<file path="src/rtl/arduino_cmd_tx.sv">
// Command link from the FPGA to the Arduino: a small FIFO of 8-bit frames, each sent on one pin as async 8N1.
// Define ARDUINO_TX_PARITY_EN to add an even-parity bit after the data bits, which makes the line 8E1.
module arduino_cmd_tx #(
    parameter int CLK_HZ     = 50_000_000,
    parameter int BAUD       = 9600,
    parameter int FIFO_DEPTH = 4
) (
    input  logic                          CLOCK_50,
    input  logic                          resetn,
    input  logic                          cmd_valid,
    output logic                          cmd_ready,
    input  logic [1:0]                    cmd_code,
    input  logic [2:0]                    cmd_level,
    input  logic [2:0]                    cmd_box,
    output logic                          tx_out,
    output logic                          tx_busy,
    output logic [$clog2(FIFO_DEPTH):0]   fifo_count
);

    localparam int DIV = CLK_HZ / BAUD;
    localparam int CW  = (DIV > 1) ? $clog2(DIV) : 1;
    localparam int AW  = (FIFO_DEPTH > 1) ? $clog2(FIFO_DEPTH) : 1;

`ifdef ARDUINO_TX_PARITY_EN
    typedef enum logic [2:0] {S_IDLE, S_START, S_DATA, S_PARITY, S_STOP} state_t;
`else
    typedef enum logic [1:0] {S_IDLE, S_START, S_DATA, S_STOP} state_t;
`endif

    state_t            state, next_state;
    logic [CW-1:0]     baud_cnt;
    logic [2:0]        bit_idx;
    logic [7:0]        shift_reg;
    logic [7:0]        mem [FIFO_DEPTH];
    logic [AW-1:0]     wr_ptr, rd_ptr;
    logic [AW:0]       count;
    logic              baud_last, fifo_empty, push, pop;
`ifdef ARDUINO_TX_PARITY_EN
    logic              parity_bit;
`endif

    assign baud_last  = (baud_cnt == CW'(DIV - 1));
    assign fifo_empty = (count == '0);
    assign cmd_ready  = (count < (AW+1)'(FIFO_DEPTH));
    assign push       = cmd_valid & cmd_ready;
    assign fifo_count = count;
    assign tx_busy    = (state != S_IDLE);

    // Pops happen from IDLE or on the last STOP clock, so queued frames leave with no idle gap.
    always_comb begin
        next_state = state;
        pop        = 1'b0;
        case (state)
            S_IDLE: begin
                if (!fifo_empty) begin
                    pop        = 1'b1;
                    next_state = S_START;
                end
            end
            S_START: if (baud_last) next_state = S_DATA;
            S_DATA: begin
                if (baud_last && bit_idx == 3'd7) begin
`ifdef ARDUINO_TX_PARITY_EN
                    next_state = S_PARITY;
`else
                    next_state = S_STOP;
`endif
                end
            end
`ifdef ARDUINO_TX_PARITY_EN
            S_PARITY: if (baud_last) next_state = S_STOP;
`endif
            S_STOP: begin
                if (baud_last) begin
                    if (!fifo_empty) begin
                        pop        = 1'b1;
                        next_state = S_START;
                    end else begin
                        next_state = S_IDLE;
                    end
                end
            end
            default: next_state = S_IDLE;
        endcase
    end

    always_comb begin
        tx_out = 1'b1;
        case (state)
            S_START:  tx_out = 1'b0;
            S_DATA:   tx_out = shift_reg[0];
`ifdef ARDUINO_TX_PARITY_EN
            S_PARITY: tx_out = parity_bit;
`endif
            default:  tx_out = 1'b1;
        endcase
    end

    // Every non-idle state ends on baud_last, so clearing there also clears on each state change.
    always_ff @(posedge CLOCK_50 or negedge resetn) begin
        if (!resetn) begin
            state    <= S_IDLE;
            baud_cnt <= '0;
        end else begin
            state <= next_state;
            if (state == S_IDLE || baud_last)
                baud_cnt <= '0;
            else
                baud_cnt <= baud_cnt + 1'b1;
        end
    end

    always_ff @(posedge CLOCK_50 or negedge resetn) begin
        if (!resetn) begin
            shift_reg <= '0;
            bit_idx   <= '0;
`ifdef ARDUINO_TX_PARITY_EN
            parity_bit <= 1'b0;
`endif
        end else if (pop) begin
            shift_reg <= mem[rd_ptr];
            bit_idx   <= '0;
`ifdef ARDUINO_TX_PARITY_EN
            parity_bit <= ^mem[rd_ptr];
`endif
        end else if (state == S_DATA && baud_last) begin
            shift_reg <= {1'b0, shift_reg[7:1]};
            bit_idx   <= bit_idx + 1'b1;
        end
    end

    always_ff @(posedge CLOCK_50 or negedge resetn) begin
        if (!resetn) begin
            wr_ptr <= '0;
            rd_ptr <= '0;
            count  <= '0;
        end else begin
            if (push) wr_ptr <= wr_ptr + 1'b1;
            if (pop)  rd_ptr <= rd_ptr + 1'b1;
            case ({push, pop})
                2'b10:   count <= count + 1'b1;
                2'b01:   count <= count - 1'b1;
                default: count <= count;
            endcase
        end
    end

    // Storage needs no reset; the pointers and count define which entries are valid.
    always_ff @(posedge CLOCK_50) begin
        if (push) mem[wr_ptr] <= {cmd_code, cmd_level, cmd_box};
    end

endmodule

</file>
<file path="config.mk">
export PLATFORM = sky130hd
export DESIGN_NAME = arduino_cmd_tx
export DESIGN_NICKNAME = d
export VERILOG_FILES = /design/src/rtl/arduino_cmd_tx.sv
export SDC_FILE = /design/constraint.sdc
export NUM_CORES = 1
export LEC_CHECK = 0
export CAP_MARGIN = 20
export CORE_ASPECT_RATIO = 1.5
export CORE_UTILIZATION = 60
export CTS_CLUSTER_DIAMETER = 60
export DETAILED_ROUTE_END_ITERATION = 10
export MAX_ROUTING_LAYER = met4
export PLACE_DENSITY = 0.8
export SETUP_SLACK_MARGIN = 0.4
export SYNTH_ARGS = -nofsm -noshare
export SYNTH_HDL_FRONTEND = slang
export SYNTH_SLANG_ARGS = --single-unit
export TNS_END_PERCENT = 30
</file>
<file path="constraint.sdc">
create_clock -name CLOCK_50 -period 4.83 [get_ports CLOCK_50]
set_input_delay 1.449 -clock CLOCK_50 [delete_from_list [all_inputs] [get_ports CLOCK_50]]
set_output_delay 1.449 -clock CLOCK_50 [all_outputs]
set_load 0.005 [all_outputs]
</file>
Word level (Yosys, flattened, before mapping)
Memory sizes are Yosys's and may differ from the RTL's.
Cells that the tools add are included.

cells by class
  add/sub/neg operators = 6
  $lt $le $gt $ge = 1
  equal/unequal tests = 11
  multiplexer cells = 18
  bitwise operators = 1
  reductions and logical operators = 9

operators with widths
  cell                     number
  $mux W8                  2
  $add A13 B1 Y13 const B  1
  $eq A13 B13 Y1 const B   1
  $mux W13                 1
  $mux W2                  4
  $ne A2 B2 Y1 const B     4
  $pmux W2 S4              1
  $add A3 B1 Y3 const B    2
  $eq A2 B2 Y1 const B     3
  $mux W3                  2
  $pmux W3 S2              1
  $reduce_bool A2 Y1       3
  $mux W1                  5
  $add A2 B1 Y2 const B    2
  $eq A2 B1 Y1 const B     2
  $pmux W1 S2              2
  $reduce_and A4 Y1        1
  $eq A3 B3 Y1 const B     1
  $logic_not A3 Y1         1
  $lt A3 B3 Y1 const B     1
  $sub A3 B1 Y3 const B    1
  $logic_and A1 B1 Y1      2
  $logic_not A2 Y1         1
  $and A1 B1 Y1            1
  $logic_or A1 B1 Y1       1

word-level totals
  register bits = 33
  bits in writable memories = 32
  input port bits = 11
  output and inout port bits = 6
  word-level logic and storage cells = 54
  memories = 1

memories
  memory  words  bits a word  read ports  clocked after Yosys merged registers in  wr ports  line  RTL
  mem     4      8            1           0                                        1         34    logic [7:0] mem [FIFO_DEPTH];

Longest topological paths before layout
  depth after elaboration = 6
  depth in mapped cells = 11
  mapped depth without buffers = 10

Least setup slack after synthesis
No wires, ideal clock.

  path kind = input -> register
  from = input port cmd_valid
  to = register count[2], in the netlist fifo_count[2]
  library setup time = 0.080 ns
  arrival time = 2.713 ns
  data required time = 4.750 ns
  slack = 2.037 ns
  stages = 9
  path buffers = 1
  path through = nor2b_1 clkbuf_1 inv_1 ha_1 inv_1 fa_1 xor2_1 nor2_1 xnor2_1

on the way
  cells in the longest elaborated chain, start to end = 3
  elaborated cells on any way between the ends = 5
  classes of those cells = 2 x eq/ne; 1 x mux; 1 x bitwise; 1 x reduce/logical

ends and longest elaborated chain
  what                                                      line  RTL
  start, declared                                           10    input logic cmd_valid,
  $and A1 B1 Y1 *                                           45    assign push = cmd_valid & cmd_ready;
  $eq A2 B1 Y1 / $eq A2 B2 Y1 (equally long branches)       140   case ({push, pop})
  $pmux W3 S2 / $reduce_bool A2 Y1 (equally long branches)  --
  end signal, assigned                                      141   2'b10: count <= count + 1'b1;
  end signal, assigned                                      142   2'b01: count <= count - 1'b1;
  end signal, assigned                                      143   default: count <= count;
  end, declared                                             36    logic [AW:0] count;

Mark *: on every way between the ends. The rest lies on a longest branch, timed or not.
A chain may end at the register's enable or synchronous reset.

Final worst setup path
  from = register state[0]
  to = output port tx_out

on the way
  cells in the longest elaborated chain, start to end = 2
  elaborated cells on any way between the ends = 3
  classes of those cells = 2 x eq/ne; 1 x mux

ends and longest elaborated chain
  what                                                 line  RTL
  start, declared                                      30    state_t state, next_state;
  start signal, assigned                               105   state <= next_state;
  $eq A2 B2 Y1 / $eq A2 B1 Y1 (equally long branches)  89    case (state)
  $pmux W1 S2 *                                        89
  end, declared                                        15    output logic tx_out,

Marked as above.

==> flow_summary.toml <==
[run_status]
outcome = "completed"

[critical_path]
crit_type = "reg2out"
required_ns = 3.38
cp.depth = 5
r2r_cells = 10
crit_chain = "inv_1, ha_1, nand2_1, o21ai_0, clkdlybuf4s50_1"
end_kind = "primary output"
start_kind = "register"
crit_arrival_ns = 1.84
worst_path_dominant_cell_family = "buffers and inverters"
crit_slowest_cell = "clkdlybuf4s50_1"
cp_max_fo = 5
critPathMaxStageDelay_ns = 0.52
crit_buf_inv = 2

[finish]
largest_reg_flops = 32
n_fill_cell = 359
fin_util_pct = 71.4
finalNonFillerCells = 301
finish.net_count = 254
drive_gt1_share_pct = 18.7
insertedDiodeCount = 0
area.growth.synth_to_final_pct = 15.3

[floorplan]
core_area_sq_mm = 0.00481
die_w_microns = 59.5
die_y_microns = 88.3
start_util_pct = 61.9
ios = 17
dieArea_sq_mm = 0.00525
row_count = 31

[power_and_ir_drop]
power_uw = 1990
p_leak_uw = 0.00138
power_density_mw_per_mm2 = 580
ir_drop_uv = 371

[routing]
routed_wl_microns = 4410
wl_per_cell_microns = 14.6
vias_per_cell = 5.51
vias = 1659
drtAntennaViolNets = 0
drt_iter0_markers = 63
first_pass_iters = 4
route.detailed.drc = 0

[sta]
min_period_over_period_pct = 68.1
rsz0062_at_grt = "no"
skew_ns = 0.00778
whs_ns = 0.483
relSlewSlack_pct = 57.7
worstMarginPinSlew_ns = 0.632
fmax_mhz = 304
hold_viol = 0
slew_viol_final = 0
tns_ns = 0
setup_violations = 0
fin_crit_ns = 3.29

[synth]
syn_area_sq_mm = 0.00298
ys_warn_count = 0
synth_ff_type = "dfrtp_1"
syn-num-nets = 232
yosysSeqAreaShare_pct = 60.0
async_flop_share_pct = 50.8
ys_types = 36
synth_common_cells = "33 x dfrtp_1, 32 x edfxtp_1, 15 x mux2_2, 14 x inv_1"
syn_area_per_cell_sq_um = 14.3
synthesis.instances = 208
synth-edff-count = 32
synth.most_common_cell = "dfrtp_1"
netlist.area_leader.share_pct = 32.3
synth_seq_cells = 65
synth_area_leaders = "edfxtp_1 32%, dfrtp_1 28%, mux4_2 6.1%, mux2_2 5.7%, ha_1 5.0%"
synth_top_area_cell = "edfxtp_1"

[global_route]
grt_max_degree = 34
grt_util_all_layers_pct = 21.4
overflow = 0
first_global_vias = 1755
grt_pass1_wl_microns = 7650
antenna_found_initial = 0

[clock_network]
post-cts-setup-buffers = 0
clk_latency_ns = 0.33
cts_buffers = 9
clkSlewWorstSetupHoldPaths_ns = 0.07
ctsLongestPathBuffers = 2
cts_tree = "yes"
ctsHoldBuffers = 0
clock_sinks = 65
ctsResizeCount = 0
htree_levels = 3
clockRootBuffer = "clkbuf_8"

[placement]
hpwl_microns = 3180
dp.cells = 285
gp_congestion = 0.775
io_buffer_count = 16

[run]
max-cap-violations = 0

[hold_path]
min_path_cells = 1
hold_path.class = "reg2reg"
cell type report:
type	count	area (sq um)	area share, %
Clock buffer	9	124	3.61
Clock inverter	7	119	3.46
Inverter	14	52.6	1.53
Multi-Input combinational cell	123	1100	32.0
Sequential cell	65	1790	52.1
Tap cell	66	82.6	2.41
Timing Repair Buffer	17	168	4.89
stage by stage:
step                      area, sq um  worst slack [ns]
final                            3430              1.54
after global routing             3430              1.44
after detailed placement         3190              1.44
after global placement           3190              1.53
after CTS                        3430              1.52
after floorplan                  2980              2.04
power breakdown:
group | switching (uW) | internal, uW
logic | 277 | 340
clock network | 205 | 342
registers | 109 | 718
total | 591 | 1400
routing by layer:
| layer | up-vias | GRT usage, % | routed length, microns |
|---|---|---|---|
| met1 | 818 | 22.3 | 1740 |
| met2 | 27 | 34.9 | 2340 |
| met3 | 18 | 3.80 | 97 |
| met5 | - | - | 0 |
| li1 | 796 | - | - |
| met4 | 0 | 16.7 | 225 |
logic make-up after synthesis:
group	Yosys count	share of synthesized area (%)
simple gates	53	10.8
xor+xnor	14	4.12
buf+inv	20	3.07
flops	65	60.0
compound gates	16	3.28
fa+ha+maj	13	5.71
mux	27	13.1
worst register-to-register path: cells and delay by family, from the launching register on:
family / cells / cell delay (ns)
AO/OA/AOI/OAI: 1 / 0.26
XOR/XNOR: 2 / 0.28
adder cells (fa/ha/maj): 3 / 0.94
buffers and inverters: 1 / 0.07
flip-flops: 1 / 0.38
AND/OR/NAND/NOR: 3 / 0.95
layout by cell type, fill, tap and decap left out, types with 2 or more instances in the layout:
cell             netlist  routed
xor2_1                 7       7
ha_1                  12      12
nand2_1                9       9
a21oi_1                5       5
mux4_2                 8       8
a211o_1                2       2
nor4_1                 2       2
clkinvlp_4             0       2
nand4_1                2       2
and3_1                 2       2
and2_1                 5       5
clkbuf_8               0       9
nand3_1                6       6
bufinv_16              0       3
edfxtp_1              32      32
mux2_2                15      15
or3_1                  5       5
o21ai_0                6       6
mux2i_1                4       4
xnor2_1                7       7
inv_1                 14      14
dfrtp_1               33      33
clkdlybuf4s50_1        0      16
nor3_1                 2       2
nor2_1                12      12
final timing paths:
kind | slack, ns | to | from
max reg2reg | 1.88 | fifo_count[2] | baud_cnt[0]
min reg2reg | 0.48 | baud_cnt[0] | baud_cnt[0]
max | 1.54 | tx_out | state[0]
max in group asynchronous | 3.01 | shift_reg[6] | resetn
min | 0.48 | baud_cnt[0] | baud_cnt[0]
min in group asynchronous | 1.51 | baud_cnt[1] | resetn
(Power assumes the default switching activity.)
